### src/rtl/nova_io_pkg.sv
// Shared Nova I/O encodings: transfer/function/skip codes, register selects, FSM states.
// Nova numbers bit 0 as the MSB; vectors here are [15:0], so Nova bit n sits at index 15-n.
package nova_io_pkg;

  typedef enum logic [2:0] {
    XF_NIO = 3'b000,
    XF_DIA = 3'b001,
    XF_DOA = 3'b010,
    XF_DIB = 3'b011,
    XF_DOB = 3'b100,
    XF_DIC = 3'b101,
    XF_DOC = 3'b110,
    XF_SKP = 3'b111
  } xfer_e;

  typedef enum logic [1:0] {
    REG_CTRL = 2'b00,
    REG_A    = 2'b01,
    REG_B    = 2'b10,
    REG_C    = 2'b11
  } reg_e;

  typedef enum logic [1:0] {
    FN_NONE = 2'b00,
    FN_S    = 2'b01,
    FN_C    = 2'b10,
    FN_P    = 2'b11
  } func_e;

  typedef enum logic [1:0] {
    SK_BN = 2'b00,
    SK_BZ = 2'b01,
    SK_DN = 2'b10,
    SK_DZ = 2'b11
  } skip_e;

  typedef enum logic [2:0] {
    ST_IDLE,
    ST_DATA,
    ST_GAP,
    ST_CTRL,
    ST_FLAG,
    ST_DONE
  } state_e;

  localparam logic [2:0] IO_OPCODE = 3'b011;

  // Flag positions in Nova numbering, and their index in a [15:0] vector.
  localparam int FLAG_BUSY    = 0;
  localparam int FLAG_DONE    = 1;
  localparam int DIN_BUSY_IDX = 15 - FLAG_BUSY;
  localparam int DIN_DONE_IDX = 15 - FLAG_DONE;

  function automatic reg_e xfer_reg(input xfer_e x);
    case (x)
      XF_DIA, XF_DOA: xfer_reg = REG_A;
      XF_DIB, XF_DOB: xfer_reg = REG_B;
      XF_DIC, XF_DOC: xfer_reg = REG_C;
      default:        xfer_reg = REG_CTRL;
    endcase
  endfunction

  function automatic logic xfer_is_write(input xfer_e x);
    xfer_is_write = (x == XF_DOA) || (x == XF_DOB) || (x == XF_DOC);
  endfunction

  function automatic logic skip_eval(input logic [1:0] cond, input logic busy, input logic done);
    case (skip_e'(cond))
      SK_BN:   skip_eval = busy;
      SK_BZ:   skip_eval = ~busy;
      SK_DN:   skip_eval = done;
      default: skip_eval = ~done;
    endcase
  endfunction

  function automatic logic [15:0] ctrl_word(input logic [1:0] func);
    ctrl_word = {14'h0, func};
  endfunction

endpackage

### src/rtl/nova_io_pio_master_if.sv
// CPU request/ack handshake and PIO device bus, bundled for the PIO master.
// master = sequencer view, slave = CPU plus device side.
interface nova_io_pio_master_if;
  logic        cpu_req;
  logic [15:0] cpu_ir;
  logic [15:0] cpu_acc;
  logic        cpu_ack;
  logic [15:0] cpu_data;
  logic        cpu_skip;
  logic        cpu_ill;
  logic        bs_stb;
  logic        bs_we;
  logic [7:0]  bs_adr;
  logic [15:0] bs_dout;
  logic [15:0] bs_din;

  modport master (
    input  cpu_req, cpu_ir, cpu_acc, bs_din,
    output cpu_ack, cpu_data, cpu_skip, cpu_ill, bs_stb, bs_we, bs_adr, bs_dout
  );

  modport slave (
    output cpu_req, cpu_ir, cpu_acc, bs_din,
    input  cpu_ack, cpu_data, cpu_skip, cpu_ill, bs_stb, bs_we, bs_adr, bs_dout
  );
endinterface

### src/rtl/nova_io_pio_master.sv
// Runs one Nova I/O instruction as data/control/flag strobes on the PIO bus; DOx+func acks 3+GAP_CYC cycles after accept.
// CPU holds cpu_req until the one-cycle cpu_ack; the bus has no backpressure (devices answer in the strobe cycle).
module nova_io_pio_master
  import nova_io_pkg::*;
#(
  parameter int GAP_CYC       = 1,
  parameter bit EMIT_SPURIOUS = 1'b1
) (
  input  logic                        pclk,
  input  logic                        prst,
  nova_io_pio_master_if.master        io
);

  localparam logic [2:0] GAP_LAST = 3'(GAP_CYC - 1);

  state_e      r_state;
  xfer_e       r_xfer;
  logic [1:0]  r_func;
  logic [5:0]  r_dev;
  logic [2:0]  r_gap_cnt;
  logic        r_stb;
  logic        r_we;
  logic [7:0]  r_adr;
  logic [15:0] r_dout;
  logic        r_ack;
  logic        r_skip;
  logic        r_ill;
  logic [15:0] r_data;

  xfer_e       w_xfer;
  logic [1:0]  w_func;
  logic [5:0]  w_dev;
  logic        w_legal;
  logic        w_unused_ac;

  assign w_xfer  = xfer_e'(io.cpu_ir[10:8]);
  assign w_func  = io.cpu_ir[7:6];
  assign w_dev   = io.cpu_ir[5:0];
  assign w_legal = (io.cpu_ir[15:13] == IO_OPCODE);
  // Accumulator select belongs to the CPU; the value arrives on cpu_acc.
  assign w_unused_ac = ^io.cpu_ir[12:11];

  always_ff @(posedge pclk or posedge prst) begin
    if (prst) begin
      r_state   <= ST_IDLE;
      r_xfer    <= XF_NIO;
      r_func    <= 2'b00;
      r_dev     <= 6'd0;
      r_gap_cnt <= 3'd0;
      r_stb     <= 1'b0;
      r_we      <= 1'b0;
      r_adr     <= 8'd0;
      r_dout    <= 16'd0;
      r_ack     <= 1'b0;
      r_skip    <= 1'b0;
      r_ill     <= 1'b0;
      r_data    <= 16'd0;
    end else begin
      r_stb  <= 1'b0;
      r_ack  <= 1'b0;
      r_skip <= 1'b0;
      r_ill  <= 1'b0;

      case (r_state)
        ST_IDLE: begin
          if (io.cpu_req) begin
            r_xfer <= w_xfer;
            r_func <= w_func;
            r_dev  <= w_dev;
            if (!w_legal) begin
              r_state <= ST_DONE;
              r_ack   <= 1'b1;
              r_ill   <= 1'b1;
            end else begin
              case (w_xfer)
                XF_SKP: begin
                  r_state <= ST_FLAG;
                  r_stb   <= 1'b1;
                  r_we    <= 1'b0;
                  r_adr   <= {w_dev, REG_CTRL};
                end
                XF_NIO: begin
                  if (w_func == FN_NONE && !EMIT_SPURIOUS) begin
                    r_state <= ST_DONE;
                    r_ack   <= 1'b1;
                  end else begin
                    r_state <= ST_CTRL;
                    r_stb   <= 1'b1;
                    r_we    <= 1'b1;
                    r_adr   <= {w_dev, REG_CTRL};
                    r_dout  <= ctrl_word(w_func);
                  end
                end
                default: begin
                  r_state <= ST_DATA;
                  r_stb   <= 1'b1;
                  r_we    <= xfer_is_write(w_xfer);
                  r_adr   <= {w_dev, xfer_reg(w_xfer)};
                  if (xfer_is_write(w_xfer)) begin
                    r_dout <= io.cpu_acc;
                  end
                end
              endcase
            end
          end
        end

        ST_DATA: begin
          if (!xfer_is_write(r_xfer)) begin
            r_data <= io.bs_din;
          end
          if (r_func != FN_NONE) begin
            if (GAP_CYC > 0) begin
              r_state   <= ST_GAP;
              r_gap_cnt <= 3'd0;
            end else begin
              r_state <= ST_CTRL;
              r_stb   <= 1'b1;
              r_we    <= 1'b1;
              r_adr   <= {r_dev, REG_CTRL};
              r_dout  <= ctrl_word(r_func);
            end
          end else begin
            r_state <= ST_DONE;
            r_ack   <= 1'b1;
          end
        end

        ST_GAP: begin
          if (r_gap_cnt == GAP_LAST) begin
            r_state <= ST_CTRL;
            r_stb   <= 1'b1;
            r_we    <= 1'b1;
            r_adr   <= {r_dev, REG_CTRL};
            r_dout  <= ctrl_word(r_func);
          end else begin
            r_gap_cnt <= r_gap_cnt + 3'd1;
          end
        end

        ST_CTRL: begin
          r_state <= ST_DONE;
          r_ack   <= 1'b1;
        end

        ST_FLAG: begin
          r_state <= ST_DONE;
          r_ack   <= 1'b1;
          r_skip  <= skip_eval(r_func, io.bs_din[DIN_BUSY_IDX], io.bs_din[DIN_DONE_IDX]);
        end

        // ST_DONE: ack is on the bus this cycle; a still-high cpu_req waits for IDLE.
        default: begin
          r_state <= ST_IDLE;
        end
      endcase
    end
  end

  assign io.cpu_ack  = r_ack;
  assign io.cpu_data = r_data;
  assign io.cpu_skip = r_skip;
  assign io.cpu_ill  = r_ill;
  assign io.bs_stb   = r_stb;
  assign io.bs_we    = r_we;
  assign io.bs_adr   = r_adr;
  assign io.bs_dout  = r_dout;

endmodule

### src/flat_wrapper.sv
// flat-port wrapper written by rule: the top's interface ports become plain ports
module nova_io_pio_master_flat import nova_io_pkg::*;
#(
  parameter int GAP_CYC       = 1,
  parameter bit EMIT_SPURIOUS = 1'b1
)
  (pclk, prst, io_cpu_req, io_cpu_ir, io_cpu_acc, io_bs_din, io_cpu_ack, io_cpu_data, io_cpu_skip, io_cpu_ill, io_bs_stb, io_bs_we, io_bs_adr, io_bs_dout);
  nova_io_pio_master_if io_i ();
  input  logic pclk;
  input  logic prst;
  input wire logic [$bits(io_i.cpu_req)-1:0] io_cpu_req;
  input wire logic [$bits(io_i.cpu_ir)-1:0] io_cpu_ir;
  input wire logic [$bits(io_i.cpu_acc)-1:0] io_cpu_acc;
  input wire logic [$bits(io_i.bs_din)-1:0] io_bs_din;
  output wire logic [$bits(io_i.cpu_ack)-1:0] io_cpu_ack;
  output wire logic [$bits(io_i.cpu_data)-1:0] io_cpu_data;
  output wire logic [$bits(io_i.cpu_skip)-1:0] io_cpu_skip;
  output wire logic [$bits(io_i.cpu_ill)-1:0] io_cpu_ill;
  output wire logic [$bits(io_i.bs_stb)-1:0] io_bs_stb;
  output wire logic [$bits(io_i.bs_we)-1:0] io_bs_we;
  output wire logic [$bits(io_i.bs_adr)-1:0] io_bs_adr;
  output wire logic [$bits(io_i.bs_dout)-1:0] io_bs_dout;
  assign io_i.cpu_req = io_cpu_req;
  assign io_i.cpu_ir = io_cpu_ir;
  assign io_i.cpu_acc = io_cpu_acc;
  assign io_i.bs_din = io_bs_din;
  assign io_cpu_ack = io_i.cpu_ack;
  assign io_cpu_data = io_i.cpu_data;
  assign io_cpu_skip = io_i.cpu_skip;
  assign io_cpu_ill = io_i.cpu_ill;
  assign io_bs_stb = io_i.bs_stb;
  assign io_bs_we = io_i.bs_we;
  assign io_bs_adr = io_i.bs_adr;
  assign io_bs_dout = io_i.bs_dout;
  nova_io_pio_master #(.GAP_CYC(GAP_CYC), .EMIT_SPURIOUS(EMIT_SPURIOUS)) u_core (.pclk(pclk), .prst(prst), .io(io_i));
endmodule
### config.mk
export PLATFORM = sky130hd
export DESIGN_NAME = nova_io_pio_master_flat
export DESIGN_NICKNAME = d
export VERILOG_FILES = /design/src/rtl/nova_io_pkg.sv /design/src/rtl/nova_io_pio_master_if.sv /design/src/rtl/nova_io_pio_master.sv /design/src/flat_wrapper.sv
export SDC_FILE = /design/constraint.sdc
export NUM_CORES = 1
export LEC_CHECK = 0
export CORE_ASPECT_RATIO = 1.25
export CORE_MARGIN = 3
export CORE_UTILIZATION = 45
export CTS_CLUSTER_DIAMETER = 100
export CTS_CLUSTER_SIZE = 24
export DETAILED_ROUTE_END_ITERATION = 12
export GPL_ROUTABILITY_DRIVEN = 1
export PLACE_DENSITY = 0.8
export SLEW_MARGIN = 15
export SYNTH_ARGS = -nofsm -noshare
export SYNTH_HDL_FRONTEND = slang
export SYNTH_SLANG_ARGS = --single-unit
### constraint.sdc
create_clock -name pclk -period 2.6 [get_ports pclk]
set_input_delay 0.39 -clock pclk [delete_from_list [all_inputs] [get_ports pclk]]
set_output_delay 0.39 -clock pclk [all_outputs]
set_load 0.005 [all_outputs]
== After elaboration in Yosys (flattened, before gate mapping) ==
Cells that the tools add are included.
Storage, ports and cells
  register bits: 62
  input port bits: 51
  output and inout port bits: 45
  word-level logic and storage cells: 100
Cells by class
  add/subtract/negate cells: 1
  equality and inequality tests: 24
  mux-type cells: 37
  bitwise gates (word level): 3
  reductions and logical operators: 22
Operator list (number)
  16-bit two-way mux: 4
  16-bit case mux with 2 select lines: 2
  8-bit two-way mux: 3
  3-bit equality test, second input constant: 7
  3-bit by 2-bit equality test with 1-bit output, second input constant: 6
  3-bit two-way mux: 6
  8-bit case mux with 2 select lines: 1
  3-bit case mux with 2 select lines: 2
  3-bit case mux with 4 select lines: 1
  1-bit two-way mux: 11
  2-bit OR reduction: 5
  3-bit logical NOT: 3
  3-bit by 1-bit equality test with 1-bit output, second input constant: 2
  2-bit by 1-bit != test with 1-bit output, second input constant: 3
  2-bit != test, second input constant: 3
  1-bit case mux with 2 select lines: 3
  1-bit case mux with 3 select lines: 2
  2-bit case mux with 3 select lines: 1
  2-bit AND reduction: 3
  6-bit AND reduction: 1
  2-bit nonzero test: 3
  1-bit logical OR: 4
  4-bit AND reduction: 1
  3-bit by 1-bit adder with 3-bit output, second input constant: 1
  other kinds (7): 9

== Depth between registers and ports, before layout ==
  depth after elaboration: 8
  mapped depth: 8
  mapped depth without buffers: 7

== Worst setup path before layout ==
OpenSTA, ideal clock, no wires.
  path kind: register to register
  from: register u_core.r_state[0]
  to: register u_core.r_dout[10], in the netlist u_core.io.bs_dout[10]
  setup time: 0.117 ns
  arrival: 1.709 ns
  data required time: 2.483 ns
  path slack: 0.774 ns
  cell stages (with the launch flop): 8
  buffers on the path: 3
  period minus slack after synthesis: 1.826 ns
  path through: dfrtp_1 buf_6 or4b_4 o32a_1 buf_6 buf_6 nand2_1 nand2_1
Between the ends
  longest elaborated chain between the ends: 3
  elaborated cells on any way between the ends: 10
  classes of those cells: 6 x eq/ne; 1 x mux; 3 x reduce/logical
Ends and longest elaborated chain
  from (decl): line nova_io_pio_master.sv:16  | state_e r_state;
  from (signal assigned): line nova_io_pio_master.sv:45  | r_state <= ST_IDLE;
  from (signal assigned): line nova_io_pio_master.sv:71  | r_state <= ST_DONE;
  from (signal assigned): line nova_io_pio_master.sv:77  | r_state <= ST_FLAG;
  3-bit by 2-bit equality test with 1-bit output / 3-bit logical NOT (equally long branches): line nova_io_pio_master.sv:64  | case (r_state)
  2-bit by 1-bit != test with 1-bit output (no source line), or another cell as far along
  6-bit AND reduction (no source line)
  to (signal assigned): line nova_io_pio_master.sv:91  | r_dout <= ctrl_word(w_func);
  to (signal assigned): line nova_io_pio_master.sv:100  | r_dout <= io.cpu_acc;
  to (signal assigned): line nova_io_pio_master.sv:121  | r_dout <= ctrl_word(r_func);
  to (decl): line nova_io_pio_master.sv:24  | logic [15:0] r_dout;
Parallel ways exist; a longest one is shown, timed or not.
A chain may end at the register's enable or synchronous reset.

== Worst setup path after layout ==
  from: register u_core.r_state[0]
  to: register u_core.r_dout[0], in the netlist u_core.io.bs_dout[0]
The elaborated chain is that of the path after synthesis.

==> impl_metrics.env <==
export IMPL_status="finished clean"
export IMPL_post_cts_hold_buffer_count=0
export IMPL_yosys_top_cells_area="dfrtp_1, mux2_2, nand2_1"
export IMPL_antenna_found_initial=0
export IMPL_timing_worst_slew_pin_value_ps=707.9
export IMPL_finalSetupTns_ps=0
export IMPL_post_synth_fa_ha_maj_area_fraction=0.009204
export IMPL_num_io_pins=96
export IMPL_detail_route_drc_violations=0
export IMPL_max_clock_path_buffers=2
export IMPL_route_detailed_wl_per_inst_um=14.35
export IMPL_buffer_ports_inserted=93
export IMPL_timing_critical_path_required_ps=2840
export IMPL_grt_setup_unrepaired="no"
export IMPL_worst_ir_drop_vdd_uv=547.3
export IMPL_track_usage=0.1823
export IMPL_ys_top_cells_by_count="nand2_1, dfrtp_1, mux2_2, nand3_1, nor2_1"
export IMPL_synth_top_area_frac=0.5706
export IMPL_fin_worst_skew_ps=7.188
export IMPL_via_count_of_the_first_global_routing_pass=2187
export IMPL_power_density_mw_per_mm2=1112
export IMPL_critical_setup_path_kind="register to register"
export IMPL_max_stage_delay_ps=630
export IMPL_via_count=2159
export IMPL_final_hold_worst_slack_ps=402.6
export IMPL_global_route_overflow_total=0
export IMPL_post_synth_top_area_cell="dfrtp_1"
export IMPL_final_antenna_net_count=0
export IMPL_finalMaxSlewViolations=0
export IMPL_post_cts_setup_buffer_count=0
export IMPL_finalSetupViolCount=0
export IMPL_drt_pass1_iter_count=6
export IMPL_cp_end_kind="register"
export IMPL_xor_xnor_share_of_the_synthesized_area=0.009664
export IMPL_finalCriticalPeriod_ps=2090
export IMPL_initial_utilization=0.4673
export IMPL_timing_final_hold_violations=0
export IMPL_critPathLaunchType="register"
export IMPL_critPathTopFamily="compound AO/OA/AOI/OAI gates"
export IMPL_synthesized_area_fraction_occupied_by_ao_oa_aoi_and_oai_cells=0.08422
export IMPL_core_area_mm2=0.005818
export IMPL_first_pass_grt_wire_length_um=9804
export IMPL_async_reset_ff_frac=1.000
export IMPL_num_rows=31
export IMPL_clk_insertion_delay_late_ps=330
export IMPL_drv_cap=0
export IMPL_drtIter0Drc=79
export IMPL_timing_hold_worst_class="input pin to asynchronous set/reset pin"
export IMPL_yosysUniqueCellTypes=42
export IMPL_synth_top_family_by_area="simple AND/OR/NAND/NOR gates"
export IMPL_grt_start_max_net_pins=42
export IMPL_postSynthNetCount=302
export IMPL_netlist_instances=249
export IMPL_sum_of_net_half_perimeters_after_detailed_placement_um=4437
export IMPL_fp_dieH_um=92.91
export IMPL_vias_per_cell=5.153
export IMPL_tritoncts_buffers=9
export IMPL_most_numerous_cell_in_the_yosys_netlist="nand2_1"
export IMPL_post_synth_and_or_nand_nor_area_fraction=0.1891
export IMPL_synth_mux_area_frac=0.09894
export IMPL_syn_area_per_cell_um2=10.92
export IMPL_globalplace_congestion=0.7614
export IMPL_flow_area_growth_from_synthesis_pct=43.58
export IMPL_dieWidth_um=75.53
export IMPL_timing_critical_path_buf_inv=0
export IMPL_yosysSeqAreaShare=0.5706
export IMPL_synth_flop_cell="dfrtp_1"
export IMPL_arrival_time_of_the_worst_setup_path_ps=2330
export IMPL_antenna_diode_count=0
export IMPL_wl_final_um=6014
export IMPL_max_freq_mhz=478.4
export IMPL_clock_sink_count=62
export IMPL_synth_cell_area_mm2=0.002719
export IMPL_crit_path_max_fanout=19
export IMPL_p_leak_uw=0.001724
export IMPL_timing_slew_headroom=0.5274
export IMPL_synth_seq_cells=62
export IMPL_final_nets=401
export IMPL_synth_edf_count=0
export IMPL_proportion_of_layout_cells_with_a_drive_suffix_above_1=0.1586
export IMPL_clock_root_buffer="clkbuf_8"
export IMPL_clk_pin_slew_ps=70
export IMPL_cts_tree="yes"
export IMPL_synthesis_yosys_warnings=0
export IMPL_timing_final_crit_share=0.8040
export IMPL_die_area_mm2=0.007017
export IMPL_cts_htree_levels=3
export IMPL_crit_slowest_cell="or4b_4"
export IMPL_resized_after_cts=0
export IMPL_cp_cell_instances="or4b_4, o32a_1, o31ai_2"
layer usage:
metal / global-route usage / part of all wire / routed length [um] / vias to the layer above
met5: 0 / 0 / 0 / -
met4: 0.05394 / 0.013 / 77 / 0
met3: 0.08252 / 0.084 / 507 / 12
met2: 0.2961 / 0.49 / 2972 / 76
met1: 0.2129 / 0.41 / 2456 / 1018
li1: - / - / - / 1053
through the flow:
step | power [uW] | utilization | area [um^2] | std cells | setup WS (ps)
2_1_floorplan | 2668 | - | 2719 | 249 | 668.6
3_3_place_gp | 3524 | 0.6389 | 3717 | 403 | 187.5
3_5_place_dp | 3600 | 0.6389 | 3717 | 403 | 163.2
4_1_cts | 4394 | 0.6710 | 3904 | 419 | 480.2
5_1_grt | 4662 | 0.6710 | 3904 | 419 | 395.4
6_report | 4341 | 0.6710 | 3904 | 419 | 509.6
layout make-up:
class	count	area [um^2]
sequential	62	1551
timing repair buffer	100	996.0
multi-input combinational	170	1069
fill	471	1914
clock inverter	3	17.52
clock buffer	13	168.9
tap	66	82.58
inverter	5	18.77
flip-flops by register name, indices dropped and copies added, names as in the netlist:
name and flops:
u_core.io.bs_dout 16, u_core.io.cpu_data 16, u_core.io.bs_adr 8, u_core.r_dev 6, u_core.r_gap_cnt 3, u_core.r_state 3, u_core.r_xfer 3, u_core.r_func 2
u_core.io.bs_stb 1, u_core.io.bs_we 1, u_core.io.cpu_ack 1, u_core.io.cpu_ill 1, u_core.io.cpu_skip 1
path summary, 6_finish.rpt:
path,startpoint,endpoint,slack (ps),depth (start not counted)
min,prst,u_core.io.cpu_data[0]$_DFFE_PP0P_,400,2
min in group pclk,u_core.io.bs_dout[8]$_DFFE_PP0P_,u_core.io.bs_dout[8]$_DFFE_PP0P_,460,2
min reg2reg,u_core.io.bs_dout[8]$_DFFE_PP0P_,u_core.io.bs_dout[8]$_DFFE_PP0P_,460,2
max,u_core.r_state[0]$_DFFE_PP0P_,u_core.io.bs_dout[0]$_DFFE_PP0P_,510,3
max reg2reg,u_core.r_state[0]$_DFFE_PP0P_,u_core.io.bs_dout[0]$_DFFE_PP0P_,510,3
max in group asynchronous,prst,u_core.r_dev[0]$_DFFE_PP0P_,1620,3
where the power goes:
group | total, uW | switching [uW] | internal (uW)
combinational | 1880 | 762 | 1120
clock | 781 | 360 | 421
sequential | 1680 | 270 | 1410
total | 4340 | 1390 | 2950
cells in the final DEF, fill, tap and decap left out, drive strengths merged, types with 2 or more instances in the layout:
cell           count
o21ai              4
o31ai              6
xor2               2
buf                7
ha                 2
mux2              23
nand3             19
nor2              14
clkbuf            13
nand2b             2
clkinv             2
nor2b              3
clkdlybuf4s50     93
a211oi             2
a31oi              6
dfrtp             62
nand2             64
inv                5
a21boi             3
cells by family after synthesis:
group | count (synthesis)
mux | 24
flops | 62
compound gates | 28
xor+xnor | 3
simple gates | 113
buf+inv | 17
fa+ha+maj | 2
(Power assumes the default switching activity.)
